==> config.mk <==
export PLATFORM = sky130hd
export DESIGN_NAME = db_feed_launcher
export DESIGN_NICKNAME = d
export VERILOG_FILES = /design/src/rtl/db_feed_launcher.sv
export SDC_FILE = /design/constraint.sdc
export NUM_CORES = 1
export LEC_CHECK = 0
export ABC_AREA = 1
export CORE_MARGIN = 4
export CORE_UTILIZATION = 25
export CTS_BUF_LIST = sky130_fd_sc_hd__clkbuf_4
export DETAILED_ROUTE_END_ITERATION = 10
export DONT_BUFFER_PORTS = 1
export PLACE_DENSITY_LB_ADDON = 0.3
export SYNTH_ARGS = -nofsm -noshare
export SYNTH_HDL_FRONTEND = slang
export SYNTH_SLANG_ARGS = --single-unit
==> constraint.sdc <==
create_clock -name clk -period 1.55 [get_ports clk]
set_input_delay 0.155 -clock clk [delete_from_list [all_inputs] [get_ports clk]]
set_output_delay 0.155 -clock clk [all_outputs]
set_load 0.03 [all_outputs]
==> src/rtl/db_feed_launcher.sv <==
// Feeds a valid/ready word stream into one half of a double-buffered summing component
// and launches the component on each half as soon as that half is full.
module db_feed_launcher #(
  parameter int unsigned ARRAY_SIZE = 256,
  parameter int unsigned DATA_W     = 32,
  parameter int unsigned ADDR_W     = 9
) (
  input  logic              clk,
  input  logic              reset,

  input  logic [DATA_W-1:0] in_data,
  input  logic              in_valid,
  output logic              in_ready,

  output logic              avs_a_write,
  output logic [DATA_W-1:0] avs_a_writedata,
  output logic [ADDR_W-1:0] avs_a_address,
  output logic [3:0]        avs_a_byteenable,

  output logic              call_valid,
  input  logic              call_stall,
  output logic              db_data,

  input  logic              return_valid,
  output logic              return_stall,
  input  logic [DATA_W-1:0] returndata_data,

  output logic              result_valid,
  output logic [DATA_W-1:0] result_data,
  input  logic              result_ready
);

  localparam int unsigned CntW = $clog2(ARRAY_SIZE);

  typedef enum logic [1:0] {StIdle, StCall, StBusy} state_e;

  state_e          state_q;
  logic            fill_half_q;
  logic [CntW-1:0] wcount_q;
  logic [1:0]      full_q, full_d;
  logic            call_half_q;

  logic accept, fill_done, ret_accept;

  assign in_ready         = ~full_q[fill_half_q];
  assign accept           = in_valid & in_ready;
  assign fill_done        = accept & (wcount_q == CntW'(ARRAY_SIZE - 1));
  // A result is only taken when the one-entry result register is empty.
  assign ret_accept       = (state_q == StBusy) & return_valid & ~result_valid;
  assign return_stall     = result_valid;
  assign avs_a_byteenable = 4'b1111;

  // Fill and return never touch the same half in one cycle, so both updates apply.
  always_comb begin
    full_d = full_q;
    if (ret_accept) full_d[call_half_q] = 1'b0;
    if (fill_done)  full_d[fill_half_q] = 1'b1;
  end

  always_ff @(posedge clk) begin
    if (reset) begin
      fill_half_q     <= 1'b0;
      wcount_q        <= '0;
      full_q          <= 2'b00;
      avs_a_write     <= 1'b0;
      avs_a_address   <= '0;
      avs_a_writedata <= '0;
    end else begin
      full_q      <= full_d;
      avs_a_write <= accept;
      if (accept) begin
        avs_a_address   <= ADDR_W'({fill_half_q, wcount_q});
        avs_a_writedata <= in_data;
        wcount_q        <= wcount_q + CntW'(1);
        if (fill_done) fill_half_q <= ~fill_half_q;
      end
    end
  end

  always_ff @(posedge clk) begin
    if (reset) begin
      state_q     <= StIdle;
      call_valid  <= 1'b0;
      db_data     <= 1'b0;
      call_half_q <= 1'b0;
    end else begin
      unique case (state_q)
        StIdle: begin
          if (full_q[call_half_q]) begin
            call_valid <= 1'b1;
            db_data    <= call_half_q;
            state_q    <= StCall;
          end
        end
        StCall: begin
          if (!call_stall) begin
            call_valid <= 1'b0;
            state_q    <= StBusy;
          end
        end
        StBusy: begin
          db_data <= call_half_q;
          if (ret_accept) begin
            call_half_q <= ~call_half_q;
            state_q     <= StIdle;
          end
        end
        default: begin
          call_valid <= 1'b0;
          state_q    <= StIdle;
        end
      endcase
    end
  end

  always_ff @(posedge clk) begin
    if (reset) begin
      result_valid <= 1'b0;
      result_data  <= '0;
    end else if (ret_accept) begin
      result_valid <= 1'b1;
      result_data  <= returndata_data;
    end else if (result_valid && result_ready) begin
      result_valid <= 1'b0;
    end
  end

endmodule

After elaboration in Yosys (flattened, before gate mapping)
Cells that the tools add are included.
W data, S select, Z words.
{ "word_totals": {"out_inout_bits": 83, "inputBits": 70, "register_bits": 91, "wordCells": 67} }
{ "op_classes": {"magnitude_cmp": 4, "n_reduce_logical": 11, "n_eq_ne": 6, "addsub": 1, "mux": 21, "bitwise_logic": 12} }
{ "ops": {"columns": ["operator", "n"], "rows": [
  ["$mux W1", 11],
  ["$mux W2", 5],
  ["$add A8 B1 Y8 const B", 1],
  ["$eq A8 B8 Y1 const B", 1],
  ["$ne A2 B2 Y1 const B", 3],
  ["$pmux W2 S3", 1],
  ["$reduce_and A2 Y1", 3],
  ["$reduce_and A3 Y1", 2],
  ["$not A1 Y1", 5],
  ["$and A1 B1 Y1", 4],
  ["$lt A1 B2 Y1 const B", 2],
  ["$reduce_bool A2 Y1", 2],
  ["$logic_and A1 B1 Y1", 3],
  ["$pmux W1 S3", 1],
  ["$and A2 B2 Y2", 1],
  ["$demux W1 S1", 2],
  ["$eq A2 B1 Y1 const B", 1],
  ["$eq A2 B2 Y1 const B", 1],
  ["$ge A1 B1 Y1 const B", 2],
  ["$logic_not A2 Y1", 1],
  ["$not A2 Y2", 1],
  ["$or A2 B2 Y2", 1],
  ["$pmux W1 S2", 1]
]} }

Logic depth before layout (Yosys ltp)
Gate-level depths: netlist of the first run.
{ "depth": {"depth_word": 9, "depth_mapped": 8, "depth_no_buf": 8} }

Worst setup path after synthesis of the first run
OpenSTA, ideal clock, no wires.
{ "synth_timing": {"path_type": "reg2reg", "startpoint": "register result_valid", "endpoint": "register result_data[21]", "setup_time_ns": 0.065, "period_less_slack_ns": 1.224, "t_arrival_ns": 1.160, "n_path_buf": 1, "path_slack_ns": 0.326, "required_ns": 1.485, "path_stages_with_launch": 6, "path_cell_list": "dfxtp_1 nor2_1 nand2_2 clkbuf_1 o21ai_0 nor2_1"} }
{ "synth_between": {"elab_chain_len": 2} }
{ "synth_rtl": {"columns": ["item", "line_no", "source"], "rows": [
  ["from (decl)", "28", "output logic result_valid,"],
  ["from (signal assigned)", "118", "result_valid <= 1'b0;"],
  ["from (signal assigned)", "121", "result_valid <= 1'b1;"],
  ["from (signal assigned)", "124", "result_valid <= 1'b0;"],
  ["$not A1 Y1", "49", "assign ret_accept = (state_q == StBusy) & return_valid & ~result_valid;"],
  ["$and A1 B1 Y1", "49", null],
  ["to (signal assigned)", "122", "result_data <= returndata_data;"],
  ["to (decl)", "29", "output logic [DATA_W-1:0] result_data,"]
]} }
No other way between the ends.
A chain may end at the register's enable or synchronous reset.

Worst setup path in the final report of the first run
{ "layout_timing": {"startpoint": "register state_q[1]", "endpoint": "register result_data[31]"} }
{ "layout_between": {"elab_chain_len": 3} }
{ "layout_rtl": {"columns": ["item", "line_no", "source"], "rows": [
  ["from (decl)", "37", "state_e state_q;"],
  ["from (signal assigned)", "82", "state_q <= StIdle;"],
  ["from (signal assigned)", "92", "state_q <= StCall;"],
  ["from (signal assigned)", "98", "state_q <= StBusy;"],
  ["$eq A2 B2 Y1", "49", null],
  ["$and A1 B1 Y1 (2 in a row)", "49", null]
]} }
No other way between the ends.

==> reports/qor.yml, run 1 <==
final_cell_area_um2: 4407
period_share_pct: 90.96
post_cts_buffers: 0
start_util_pct: 25.60
synth_commonest_cells: "nand2_1, dfxtp_1, nor2_1, a21oi_1, o21ai_0"
wirelength_met1_um: 3601
ys_ff_latch: 91
drt_iter0_drc: 105
place_congestion: 0.7456
synthCells: 440
clockBufferDepth: 2
dieHeight_um: 124.4
required_ps: 1950
setup_viol: 0
rsz0062_at_grt: "false"
p_sw_mw: 1.128
hold_path_depth: 4
drtAntennaViolNets: 0
r2r_cells: 7
cap_violations: 0
antenna_found_initial: 1
fillCellCount: 1386
status: "finished, final reports clean"
vias: 2991
grt_pass1_wl_um: 15020
crit_type: "flip-flop to flip-flop"
route.detailed.drc: 0
yosysTopAreaCellShare_pct: 53.75
seqPwrFrac_pct: 59.9
clock_latency_ps: 450
syn_area_um2: 3390
cp-start-kind: "flip-flop"
ir_worst_vdd_mv: 0.4158
dr_wl_met2_um: 4441
hold_end: "result_valid"
io_buffer_count: 0
h-tree-depth: 3
switching_share_pct: 26.54
cp-end-kind: "flip-flop"
hold_viol: 0
via_per_inst: 4.366
synth_area_leaders: "dfxtp_1, nand2_1, nor2_1"
skew_ps: 21.48
dp_worst_setup_slack_ps: 114.4
p_total_mw: 4.251
dp_hpwl_um: 6084
synthDistinctLibCells: 25
slew_viol_final: 0
areaGrowthSynthToFinish_pct: 30.01
drive_gt1_share_pct: 7.283
cts-root-buf: "clkbuf_4"
grt_pass1_vias: 3030
r2r_end: "result_data[31]"
power_density_nw_per_um2: 964.7
cts.reportedPaths.clkPinSlew_ps: 150
yosysTopAreaCell: "dfxtp_1"
leakagePower_nw: 1.638
num_rows: 42
grt_max_degree: 53
top_layer_used: "met4"
holdCritPathClass: "primary input to flip-flop"
die_w_um: 124.4
async_flop_share_pct: 0
post_drt_wl_per_cell_um: 13.20
yosysMostFrequentCell: "nand2_1"
worstHoldStart: "return_valid"
pwr-share-comb_pct: 8.6
crit_fanout: 27
grt_util_all_layers_pct: 12.02
final_nets: 574
synth_edf_count: 0
ys_seq_area_share_pct: 53.75
fin_crit_ps: 1410
num_io_pins: 153
cts_buffers: 9
post_dp_cell_area_um2: 3557
wl_met3_um: 657
yosysWarnings: 0
ys.flop_type: "dfxtp_1"
dr.pass1.iters: 4
die_area_um2: 15490
clkPwrFrac_pct: 31.5
setup_tns_ps: 0
tritoncts: "done"
r2r-start: "state_q[1]"
syn_avg_cell_area_um2: 7.703
fin_ws_ps: 140.2
grt-ovfl-total: 0
p_int_mw: 3.123
core_area_um2: 13240
max_freq_mhz: 709.3
rrSetupSlack_ps: 140
cp.arrival_ps: 1810
drt-total-wl_um: 9042
cts_sinks: 91
cell type report:
class,instances,area (um2),area share [%]
Clock buffer,11,82.58,1.874
Timing Repair Buffer,79,825.8,18.74
Multi-Input combinational cell,302,1313,29.78
Antenna cell,1,2.502,0.05679
Tap cell,176,220.2,4.997
Clock inverter,5,61.31,1.391
Sequential cell,91,1822,41.34
Inverter,20,80.08,1.817
cells in the final DEF (no fill, tap or decap):
cell type,n
nand2_1,101
dfxtp_1,91
nor2_1,84
dlygate4sd3_1,68
a21oi_1,54
o21ai_0,35
inv_1,16
clkbuf_4,11
nand3_1,6
buf_4,6
o21ai_1,5
buf_12,5
conb_1,4
inv_2,3
nor3_1,3
clkinvlp_4,3
nand2_2,2
nor2_2,2
inv_6,2
diode_2,1
nand3_4,1
a21boi_0,1
nand4_1,1
nor3_2,1
xnor2_1,1
ha_1,1
bufinv_16,1
layer usage:
metal	GRT usage, %	up-vias
met2	20.23	98
li1	-	1519
met1	12.67	1353
met5	0	-
met3	4.331	21
met4	7.737	0
how the worst max path moves through the flow:
stage | from | endpoint | slack, ps | depth (start not counted)
2_1_floorplan | result_valid | result_data[21] | 330 | 5
3_3_place_gp | fill_half_q | avs_a_address[7] | 190 | 7
3_5_place_dp | fill_half_q | avs_a_writedata[5] | 110 | 7
4_1_cts | fill_half_q | in_ready | 60 | 4
5_1_grt | state_q[1] | result_data[20] | 0.3 | 7
6_report | state_q[1] | result_data[31] | 140 | 7
stage by stage:
step | utilization, % | hold WS, ps | cells
5_1_grt | 33.28 | 110.1 | 685
3_5_place_dp | 26.86 | 240.2 | 599
2_1_floorplan | - | 297.7 | 443
6_report | 33.28 | 96.05 | 685
3_3_place_gp | 26.86 | 238.9 | 599
4_1_cts | 33.24 | 43.55 | 684
repair_timing:
item / CTS / global route
hold buffers: 69 / 0
cloned: 0 / 0
setup endpoints to repair: 1 / 17
resized for setup: 1 / 1
hold endpoints to repair: 85 / 0
critical path: stages (launching register included):
cell and delay (ps):
dfxtp_1 360, inv_1 80, nor2_2 150, nand2_2 170, inv_2 200, buf_12 190, nor2_1 60, nor2_1 130
kinds of logic (layout without fill, tap and decap cells):
family / after synthesis / count (layout) / synth area share, %
XOR/XNOR: 1 / 1 / 0.2584
AND/OR/NAND/NOR: 201 / 201 / 23.55
adder cells (fa/ha/maj): 1 / 1 / 0.3691
flip-flops: 91 / 91 / 53.75
AO/OA/AOI/OAI: 95 / 95 / 14.10
other: 1 / 5 / 0.1106
buffers and inverters: 50 / 115 / 7.863
power groups by stage:
stage / combinational [mW] / sequential [mW] / clock (mW)
final: 0.364 / 2.55 / 1.34
after global routing: 0.407 / 2.56 / 1.54
after CTS: 0.364 / 2.55 / 1.45
after detailed placement: 0.196 / 2.60 / 0
after global placement: 0.188 / 2.60 / 0
after floorplan: 0.181 / 2.59 / 0
registers in the layout (all words and copies together) (netlist names):
name	cells
avs_a_writedata	32
state_q	2
result_data	32
full_q	2
result_valid	1
avs_a_address	9
fill_half_q	1
call_half_q	1
avs_a_write	1
call_valid	1
db_data	1
wcount_q	8
Note: power is estimated with default switching activity, not from simulation.
==> run 2, diff against run 1 <==
--- a/config.mk
+++ b/config.mk
@@ -8,7 +8,6 @@
 export ABC_AREA = 1
 export CORE_MARGIN = 4
 export CORE_UTILIZATION = 25
-export CTS_BUF_LIST = sky130_fd_sc_hd__clkbuf_4
 export DETAILED_ROUTE_END_ITERATION = 10
 export DONT_BUFFER_PORTS = 1
 export PLACE_DENSITY_LB_ADDON = 0.3
==> run 2 against run 1 <==
Effect of this change:
- sequential power about the same
- register-to-register slack about the same
- via count decreased by 0.23%
- flip-flop and latch count unchanged
- power increased by 19%
- final cell count decreased by 0.58%
- non-clock buffer count decreased by 3
- critical path depth unchanged
- die area unchanged
- count of clock-buffer cells in the layout unchanged
- utilization increased by 0.89 points
- largest power group unchanged
==> reports/qor.yml, run 2 (synthesized netlist as in run 1, its figures left out) <==
status: "finished, final reports clean"
tritoncts: "done"
worstHoldStart: "returndata_data[22]"
cts_sinks: 91
via_per_inst: 4.382
place_congestion: 0.7456
cts_buffers: 9
route.detailed.drc: 0
drive_gt1_share_pct: 6.733
drt_iter0_drc: 77
h-tree-depth: 3
areaGrowthSynthToFinish_pct: 33.48
grt_max_degree: 52
setup_tns_ps: 0
period_share_pct: 90.54
skew_ps: 7.741
leakagePower_nw: 1.688
cap_violations: 0
fin_crit_ps: 1403
setup_viol: 0
crit_type: "flip-flop to flip-flop"
n_antenna_cell: 0
die_w_um: 124.4
grt-ovfl-total: 0
power_density_nw_per_um2: 1118
dp_hpwl_um: 6084
cp-startpoint: "fill_half_q"
vias: 2984
rsz0062_at_grt: "false"
rrSetupSlack_ps: 150
final_cells: 681
cp-start-kind: "flip-flop"
post_drt_wl_per_cell_um: 13.28
start_util_pct: 25.60
dp_worst_setup_slack_ps: 114.4
largest_registers: "avs_a_writedata (32), result_data (32), avs_a_address (9)"
seq_area_um2: 1822
final_cell_mix: "nand2_1, dfxtp_1, nor2_1"
clockBufferDepth: 2
cts-root-buf: "clkbuf_16"
r2r-start: "fill_half_q"
core_area_um2: 13240
grt_util_all_layers_pct: 11.85
hold_slack_ps: 18.39
hold_viol: 0
slew_viol_final: 0
holdCritPathClass: "primary input to flip-flop"
cts.reportedPaths.clkPinSlew_ps: 70
fin_ws_ps: 146.6
fillCellCount: 1371
multi_input_area_um2: 1313
grt_pass1_wl_um: 15000
max_freq_mhz: 712.5
placed_cells: 599
ir_worst_vdd_mv: 0.5168
num_io_pins: 153
final_common_cell: "nand2_1"
dr.pass1.iters: 4
post_cts_buffers: 0
crit_fanout: 25
drtAntennaViolNets: 0
grt_pass1_vias: 3022
cp.arrival_ps: 1670
num_rows: 42
io_buffer_count: 0
final_nets: 571
drt-total-wl_um: 9047
dieHeight_um: 124.4
die_area_um2: 15490
antenna_found_initial: 0
cp-end-kind: "flip-flop"
clock_latency_ps: 330
required_ps: 1810
## run 2: changes by cell type in the layout (fill, tap and decap cells not counted), sizes merged
cell         previous run  this run
diode                   1         0
dlygate4sd3            68        65
## run 2: worst max-delay path, stage by stage, from the launching register on
cell and delay [ps]:
dfxtp_1 410, inv_2 70, nand2_2 80, nand3_4 140, inv_6 230, buf_12 170
nand2_1 70, a21oi_1 150
## run 2: layout make-up
cell class / instances / area share [%]
Clock buffer: 11 / 5.144
Timing Repair Buffer: 76 / 17.59
Sequential cell: 91 / 40.27
Inverter: 20 / 1.770
Clock inverter: 5 / 1.355
Tap cell: 176 / 4.867
Multi-Input combinational cell: 302 / 29.01
## run 2: per-layer routing
metal  wire length (um)  vias to the layer above  GRT usage, %
met1               3559                     1345         12.77
met5                  0                        -             0
met3                741                       20         4.331
met4                294                        0         6.319
li1                   -                     1511             -
met2               4451                      108         20.20
## run 2: stage by stage
stage	util, %	instance area (um2)	total power [mW]
finish	34.16	4524	5.058
global placement	26.86	3557	2.789
detailed placement	26.86	3557	2.798
CTS	34.15	4522	5.163
global route	34.16	4524	5.310
floorplan	-	3401	2.771
## run 2: report_power, final
group | internal [mW] | switching (mW) | leakage, nW | total, mW
registers | 2.40 | 0.149 | 0.740 | 2.55
clock network | 1.26 | 0.899 | 0.132 | 2.16
logic | 0.186 | 0.169 | 0.815 | 0.355
total | 3.84 | 1.22 | 1.69 | 5.06
## run 2: path summary, 6_finish.rpt
check,to,cells past startpoint
min reg2reg,wcount_q[0],2
min,result_data[22],2
max,avs_a_writedata[27],7
max reg2reg,avs_a_writedata[27],7
## run 2: what timing repair did
action                     4_1_cts  5_1_grt
hold buffers                    66        0
resized for setup                0        1
hold endpoints to repair        82        0
setup endpoints to repair        0        8
==> run 3, diff against run 2 <==
--- a/config.mk
+++ b/config.mk
@@ -10,7 +10,7 @@
 export CORE_UTILIZATION = 25
 export DETAILED_ROUTE_END_ITERATION = 10
 export DONT_BUFFER_PORTS = 1
-export PLACE_DENSITY_LB_ADDON = 0.3
+export PLACE_DENSITY = 0.35
 export SYNTH_ARGS = -nofsm -noshare
 export SYNTH_HDL_FRONTEND = slang
 export SYNTH_SLANG_ARGS = --single-unit
==> run 3 against run 2 <==
Effect of this change:
- routed wire length rose by 0.95%
- critical path depth did not move
- power fell by 0.16%
- design area rose by 0.55%
- global-route usage rose by 0.23 points
- first-iteration DRC count fell by 6.5%
- clock power barely moved
==> reports/qor.yml, run 3 (synthesized netlist as in run 1, its figures left out) <==
fin_ws_ps: 173.1
route.detailed.drc: 0
num_io_pins: 153
dieHeight_um: 124.4
rsz0062_at_grt: "false"
clock_latency_ps: 340
slowest_stage: "dfxtp_1"
dr.pass1.iters: 4
hold_slack_ps: 71.30
grt_max_degree: 52
grt_use_met2_pct: 19.66
place_congestion: 0.6956
met1_usage_pct: 13.85
crit_type: "flip-flop to flip-flop"
cts-root-buf: "clkbuf_16"
n_antenna_cell: 0
multi_input_area_um2: 1313
clockBufferDepth: 2
cts_sinks: 91
cp.arrival_ps: 1640
rrSetupSlack_ps: 170
status: "finished, final reports clean"
io_buffer_count: 0
required_ps: 1810
final_cell_mix: "nand2_1, dfxtp_1, nor2_1"
crit_fanout: 24
fin_crit_ps: 1377
num_rows: 42
final_cell_area_um2: 4549
final_nets: 571
vias: 2914
leakagePower_nw: 1.710
die_w_um: 124.4
core_area_um2: 13240
post_drt_wl_per_cell_um: 13.41
fillCellCount: 1436
r2r_cells: 7
clkPwrFrac_pct: 42.4
hold_viol: 0
crit_chain: "inv_2 > nand2_2 > nand3_4 > inv_4 > buf_12 > nand2_1 > a21oi_1"
start_util_pct: 25.60
post_dp_cell_area_um2: 3562
power_density_nw_per_um2: 1110
drive_gt1_share_pct: 6.535
dp_hpwl_um: 5860
cp_num_cells: 7
pwr-share-comb_pct: 7.2
cp-start-kind: "flip-flop"
setup_viol: 0
worst_path_largest_cell_delay_ps: 400
cp-end-kind: "flip-flop"
grt_pass1_wl_um: 15120
die_area_um2: 15490
cap_violations: 0
grt_util_all_layers_pct: 12.07
period_share_pct: 88.83
r2r_end: "avs_a_writedata[6]"
seq_area_um2: 1822
cts.reportedPaths.clkPinSlew_ps: 60
p_int_mw: 3.852
switching_share_pct: 23.71
holdCritPathClass: "primary input to flip-flop"
met3_usage_pct: 4.846
drt_iter0_drc: 72
drt-total-wl_um: 9133
slew_viol_final: 0
antenna_found_initial: 0
largest_registers: "avs_a_writedata (32), result_data (32), avs_a_address (9)"
skew_ps: 5.336
crit_end: "avs_a_writedata[6]"
final_common_cell: "nand2_1"
cp-startpoint: "fill_half_q"
drtAntennaViolNets: 0
ir_worst_vdd_mv: 0.4924
max_freq_mhz: 726.3
finish.utilization_pct: 34.35
r2r-start: "fill_half_q"
seqPwrFrac_pct: 50.4
grt_busiest_layer: "met2"
crit_family: "buffers and inverters"
grt-ovfl-total: 0
setup_tns_ps: 0
cts_buffers: 9
h-tree-depth: 3
post_cts_buffers: 0
p_sw_mw: 1.197
areaGrowthSynthToFinish_pct: 34.22
via_per_inst: 4.279
tritoncts: "done"
grt_pass1_vias: 2883
crit_buf_inv: 3
dp_worst_setup_slack_ps: 164.8
-- run 3: cell types whose count changed in the layout (fill, tap and decap cells not counted), sizes merged --
cell | before | now
clkbuf | 11 | 15
clkinvlp | 3 | 0
buf | 11 | 10
bufinv | 1 | 0
clkinv | 0 | 1
dlygate4sd3 | 65 | 66
inv | 21 | 20
-- run 3: routing by layer --
layer  vias up  part of all wire (%)
met4         0                   2.1
met5         -                     0
met1      1308                    43
li1       1507                     -
met2        85                    47
met3        14                   7.9
-- run 3: power groups by stage --
stage                     registers (mW)  logic [mW]  clock network, mW
after CTS                           2.55       0.368               2.26
after floorplan                     2.59       0.181                  0
after global placement              2.60       0.198                  0
final                               2.55       0.361               2.14
after global routing                2.55       0.404               2.37
after detailed placement            2.60       0.202                  0
-- run 3: worst min path at each step --
stage	start	endpoint	slack, ps	cells after the start
after floorplan	in_data[0]	avs_a_writedata[0]	300	2
after global placement	reset	db_data	240	1
after detailed placement	reset	state_q[0]	240	1
after CTS	call_stall	call_valid	70	2
after global routing	reset	result_data[28]	100	3
final	call_stall	call_valid	70	2
-- run 3: cell type report --
cell class / instances / share of cell area [%]
clock buffers: 15 / 6.326
clock inverters: 1 / 0.1100
inverters: 20 / 1.760
multi-input cells: 302 / 28.85
flip-flops and latches: 91 / 40.04
well taps: 176 / 4.840
repair buffers: 76 / 18.07
-- run 3: what timing repair did --
action                     in CTS  in global routing
hold buffers                   67                  0
hold endpoints to repair       83                  0
setup endpoints to repair       0                  5
resized for setup               0                  2
-- run 3: per-stage QoR --
step	cells	power, mW
floorplan	443	2.771
global placement	598	2.799
detailed placement	598	2.804
CTS	681	5.176
global route	681	5.325
finish	681	5.050
==> RTL edit 1 (settings of run 3) <==
Change the parameter `DATA_W` from 32 to 48.
--- a/src/rtl/db_feed_launcher.sv
+++ b/src/rtl/db_feed_launcher.sv
@@ -2,7 +2,7 @@
 // and launches the component on each half as soon as that half is full.
 module db_feed_launcher #(
   parameter int unsigned ARRAY_SIZE = 256,
-  parameter int unsigned DATA_W     = 32,
+  parameter int unsigned DATA_W     = 48,
   parameter int unsigned ADDR_W     = 9
 ) (
   input  logic              clk,
Ports: changed (resized avs_a_writedata, in_data, result_data and returndata_data); port bits go from 153 to 217. The function was not compared with the original's and may differ.
==> RTL edit 1 against run 3 <==
Clock skew is essentially flat. Final area grew 38%. Sequential cell count grew 32. Total power grew 52%. Area after synthesis grew 31%. Synthesized cell count grew 31%. Routed wire length grew 39%. Worst setup slack lost 0.015 ns. Worst hold slack gained 0.028 ns. Largest power group is now clock. Highest routed layer unchanged.
==> RTL edit 1: results <==
metrics = {
    "route": {
        "drt-initial-drc-count": 159,
        "num_vias": 4009,
    },
    "worst_setup_path": {
        "r2r_end": "wcount_q[7]",
        "path_max_fanout": 23,
        "reg2regPathDepth": 8,
        "cp_top_family": "simple AND/OR/NAND/NOR gates",
        "worstPathArrival_ns": 1.68,
    },
    "layout": {
        "instances_no_fill": 913,
        "reg_top3": "avs_a_writedata: 48 flops, result_data: 48 flops, avs_a_address: 9 flops",
        "drive_gt1_share_pct": 7.70,
        "nNetsFinal": 779,
        "nFillCells": 1851,
        "design_area_mm2": 0.00627,
    },
    "timing": {
        "worst_clock_skew_ns": 0.00508,
        "whs_ns": 0.0993,
    },
    "power": {
        "ir_drop_uv": 708,
        "p_comb_mw": 0.489,
        "pg_clk_mw": 3.73,
        "power_leakage_nw": 2.39,
    },
    "synth": {
        "synthTopCellsByArea": "dfxtp_1 (55%), nand2_1 (12%), nor2_1 (9.6%)",
        "syn_area_per_cell_um2": 7.70,
        "synth_seq_area_share_pct": 55.4,
        "synth_cell_types": 20,
    },
    "placed_design": {
        "place_area_mm2": 0.00469,
        "pre_cts_ws_ns": 0.0624,
    },
    "clock_tree": {
        "insertion_delay_ns": 0.40,
        "htreeDepth": 4,
    },
    "grt": {
        "grtUsageTotal_pct": 12.7,
        "grt_pass1_wl_mm": 20.4,
        "grt_max_degree": 64,
    },
    "min_path": {
        "whs_endpoint": "avs_a_writedata[24]",
    },
    "status": {
        "outcome": "finished clean",
    },
}
[RTL edit 1: cell types whose count changed after synthesis, moves of 2 or more]
cell	delta
nor2_1	+30
buf_2	+4
dfxtp_1	+32
nor3_1	-3
o21ai_1	-5
nand2_1	+40
a21oi_1	+16
inv_1	-2
nand3b_1	+2
o21ai_0	+21
clkbuf_1	+9
[RTL edit 1: timing repair]
action / 4_1_cts / 5_1_grt
endpoints found under the hold margin: 112 / 0
hold buffers: 100 / 0
gates resized for setup: 0 / 2
endpoints found under the setup margin: 0 / 3
[RTL edit 1: layer usage]
metal,vias up,track usage (%),part of all wire (%)
met2,124,21.4,50
met3,15,5.09,7.5
li1,2026,-,-
met1,1844,14.3,40
met4,0,5.61,2.5
met5,-,0,0
[RTL edit 1: worst max-delay path by stage]
stage,start,end,slack (ns),cells after the start
floorplan,result_valid,result_data[27],0.20,7
global placement,fill_half_q,wcount_q[7],0.14,8
detailed placement,fill_half_q,wcount_q[7],0.06,8
CTS,fill_half_q,wcount_q[7],0.06,8
global route,fill_half_q,avs_a_writedata[47],0.01,7
finish,fill_half_q,wcount_q[7],0.16,8
[RTL edit 1: kinds of logic after synthesis]
logic type	synth area share, %
and+or+nand+nor	23.5
DFF	55.4
buffers and inverters	6.64
AOI/OAI and AO/OA	14.2
other	0.0843
adders and majority gates	0.281
[RTL edit 1: layout make-up]
cell class | count | area share, %
Clock inverter | 9 | 1.56
Inverter | 18 | 1.08
Timing Repair Buffer | 117 | 19.1
Multi-Input combinational cell | 399 | 27.2
Tap cell | 225 | 4.49
Clock buffer | 22 | 7.25
Sequential cell | 123 | 39.3
==> RTL edit 2 (config.mk and constraints of run 3) <==
Made on the original files. The 3 states of `state_e` get a one-hot encoding in 3 bits.
--- a/src/rtl/db_feed_launcher.sv
+++ b/src/rtl/db_feed_launcher.sv
@@ -32,7 +32,7 @@
 
   localparam int unsigned CntW = $clog2(ARRAY_SIZE);
 
-  typedef enum logic [1:0] {StIdle, StCall, StBusy} state_e;
+  typedef enum logic [2:0] {StIdle = 3'b001, StCall = 3'b010, StBusy = 3'b100} state_e;
 
   state_e          state_q;
   logic            fill_half_q;
Function: same outputs for any inputs over 10 cycles, from zero or initial values and one cycle with reset high; not proved beyond that.
==> RTL edit 2 against run 3 <==
Sequential cell count grew 1. Critical endpoint is now in_ready. Total power up 7.6%. Area after synthesis grew 3.1%. Worst setup slack better by 0.026 ns. Routed wire length up 3.7%. Critical path depth decreased by 3. Final area rose by 2.4%. Sequential power up 3%.
==> RTL edit 2: results <==
metrics = {
    "status": {
        "outcome": "finished clean",
    },
    "placed_design": {
        "dpl.hpwl_mm": 6.41,
        "place_area_mm2": 0.00367,
        "dp_cells": 624,
        "gp_congestion": 0.722,
    },
    "grt": {
        "antenna_found_initial": 0,
        "grt_max_degree": 53,
        "grtUsageTotal_pct": 12.3,
        "grt_pass1_vias": 3005,
        "grt_pass1_wl_mm": 15.6,
    },
    "min_path": {
        "holdPathStages": 2,
        "whs_endpoint": "state_q[1]",
    },
    "clock_tree": {
        "postCtsSetupRepairBufs": 0,
        "insertion_delay_ns": 0.34,
        "clk_pin_slew_ns": 0.06,
        "clockRootBuffer": "clkbuf_16",
        "ctsHoldBuffers": 66,
        "numCtsBuffers": 9,
    },
    "worst_setup_path": {
        "reg2reg_slack_ns": 0.22,
        "worstSetupEndpoint": "in_ready",
        "r2r_end": "wcount_q[2]",
        "critPathLaunch": "fill_half_q",
        "worstPathArrival_ns": 1.20,
        "path_max_fanout": 5,
    },
    "route": {
        "routedWlPerCell_um": 13.4,
        "num_vias": 3086,
        "dr.pass1.iters": 4,
        "drt-initial-drc-count": 104,
    },
    "power": {
        "p_int_mw": 4.12,
        "power_leakage_nw": 1.81,
        "ir_drop_uv": 740,
    },
    "synth": {
        "async_flop_share_pct": 0,
        "synthCells": 462,
        "synth_ff_type": "dfxtp_1",
        "synth_seq_area_share_pct": 52.7,
        "synth_cell_types": 26,
        "synthTopCellsByCount": "nand2_1 (113), dfxtp_1 (92), nor2_1 (82)",
        "ys_warn_count": 0,
        "synthTopCellsByArea": "dfxtp_1 (53%), nand2_1 (12%), nor2_1 (8.8%)",
    },
    "timing": {
        "worst_clock_skew_ns": 0.00541,
    },
    "layout": {
        "drive_gt1_share_pct": 7.36,
        "nFillCells": 1479,
        "nNetsFinal": 596,
        "multi_input_area_mm2": 0.00139,
        "instances_no_fill": 706,
    },
}
## RTL edit 2: cell types whose count changed after synthesis, moves of 2 or more
cell,change
o21ai_0,+2
nand4_1,+2
nand3_1,+5
buf_2,+3
inv_1,+5
nor2_1,-2
nand2_1,+12
clkbuf_2,+2
nor3_1,-2
buf_4,-3
## RTL edit 2: through the flow
stage,hold slack (ns),worst slack (ns)
4_1_cts,0.0930,0.151
6_report,0.119,0.199
3_5_place_dp,0.230,0.216
3_3_place_gp,0.229,0.274
2_1_floorplan,0.298,0.251
5_1_grt,0.123,0.0578
## RTL edit 2: kinds of logic after synthesis
logic type	after synthesis	synth area share [%]
and+or+nand+nor	215	24.5
AOI/OAI and AO/OA	97	14.0
DFF	92	52.7
buffers and inverters	55	8.02
xor gates and xnor gates	1	0.251
adders and majority gates	1	0.358
other	1	0.107
## RTL edit 2: final cells by class
class,count,share of cell area [%]
clock inverters,5,1.61
well taps,176,4.73
flip-flops and latches,92,39.5
clock buffers,11,5.21
multi-input cells,318,29.7
repair buffers,80,17.2
inverters,24,1.99
## RTL edit 2: layer usage
| layer | vias up | GRT usage, % | share of wire (%) |
|---|---|---|---|
| met4 | 0 | 3.91 | 1.2 |
| met3 | 7 | 6.69 | 11 |
| met2 | 108 | 19.7 | 46 |
| met5 | - | 0 | 0 |
| li1 | 1584 | - | - |
| met1 | 1387 | 13.9 | 42 |
## RTL edit 2: power by group through the flow
stage,logic (mW),clock network [mW],registers (mW)
finish,0.463,2.35,2.62
global route,0.530,2.57,2.63
CTS,0.467,2.48,2.62
detailed placement,0.307,0,2.68
global placement,0.302,0,2.68
floorplan,0.269,0,2.66
## RTL edit 2: critical path, stage by stage (launching register included)
cell and delay, ns:
dfxtp_1 0.41, inv_2 0.07, nand2_2 0.09, nand2_1 0.06
inv_1 0.23
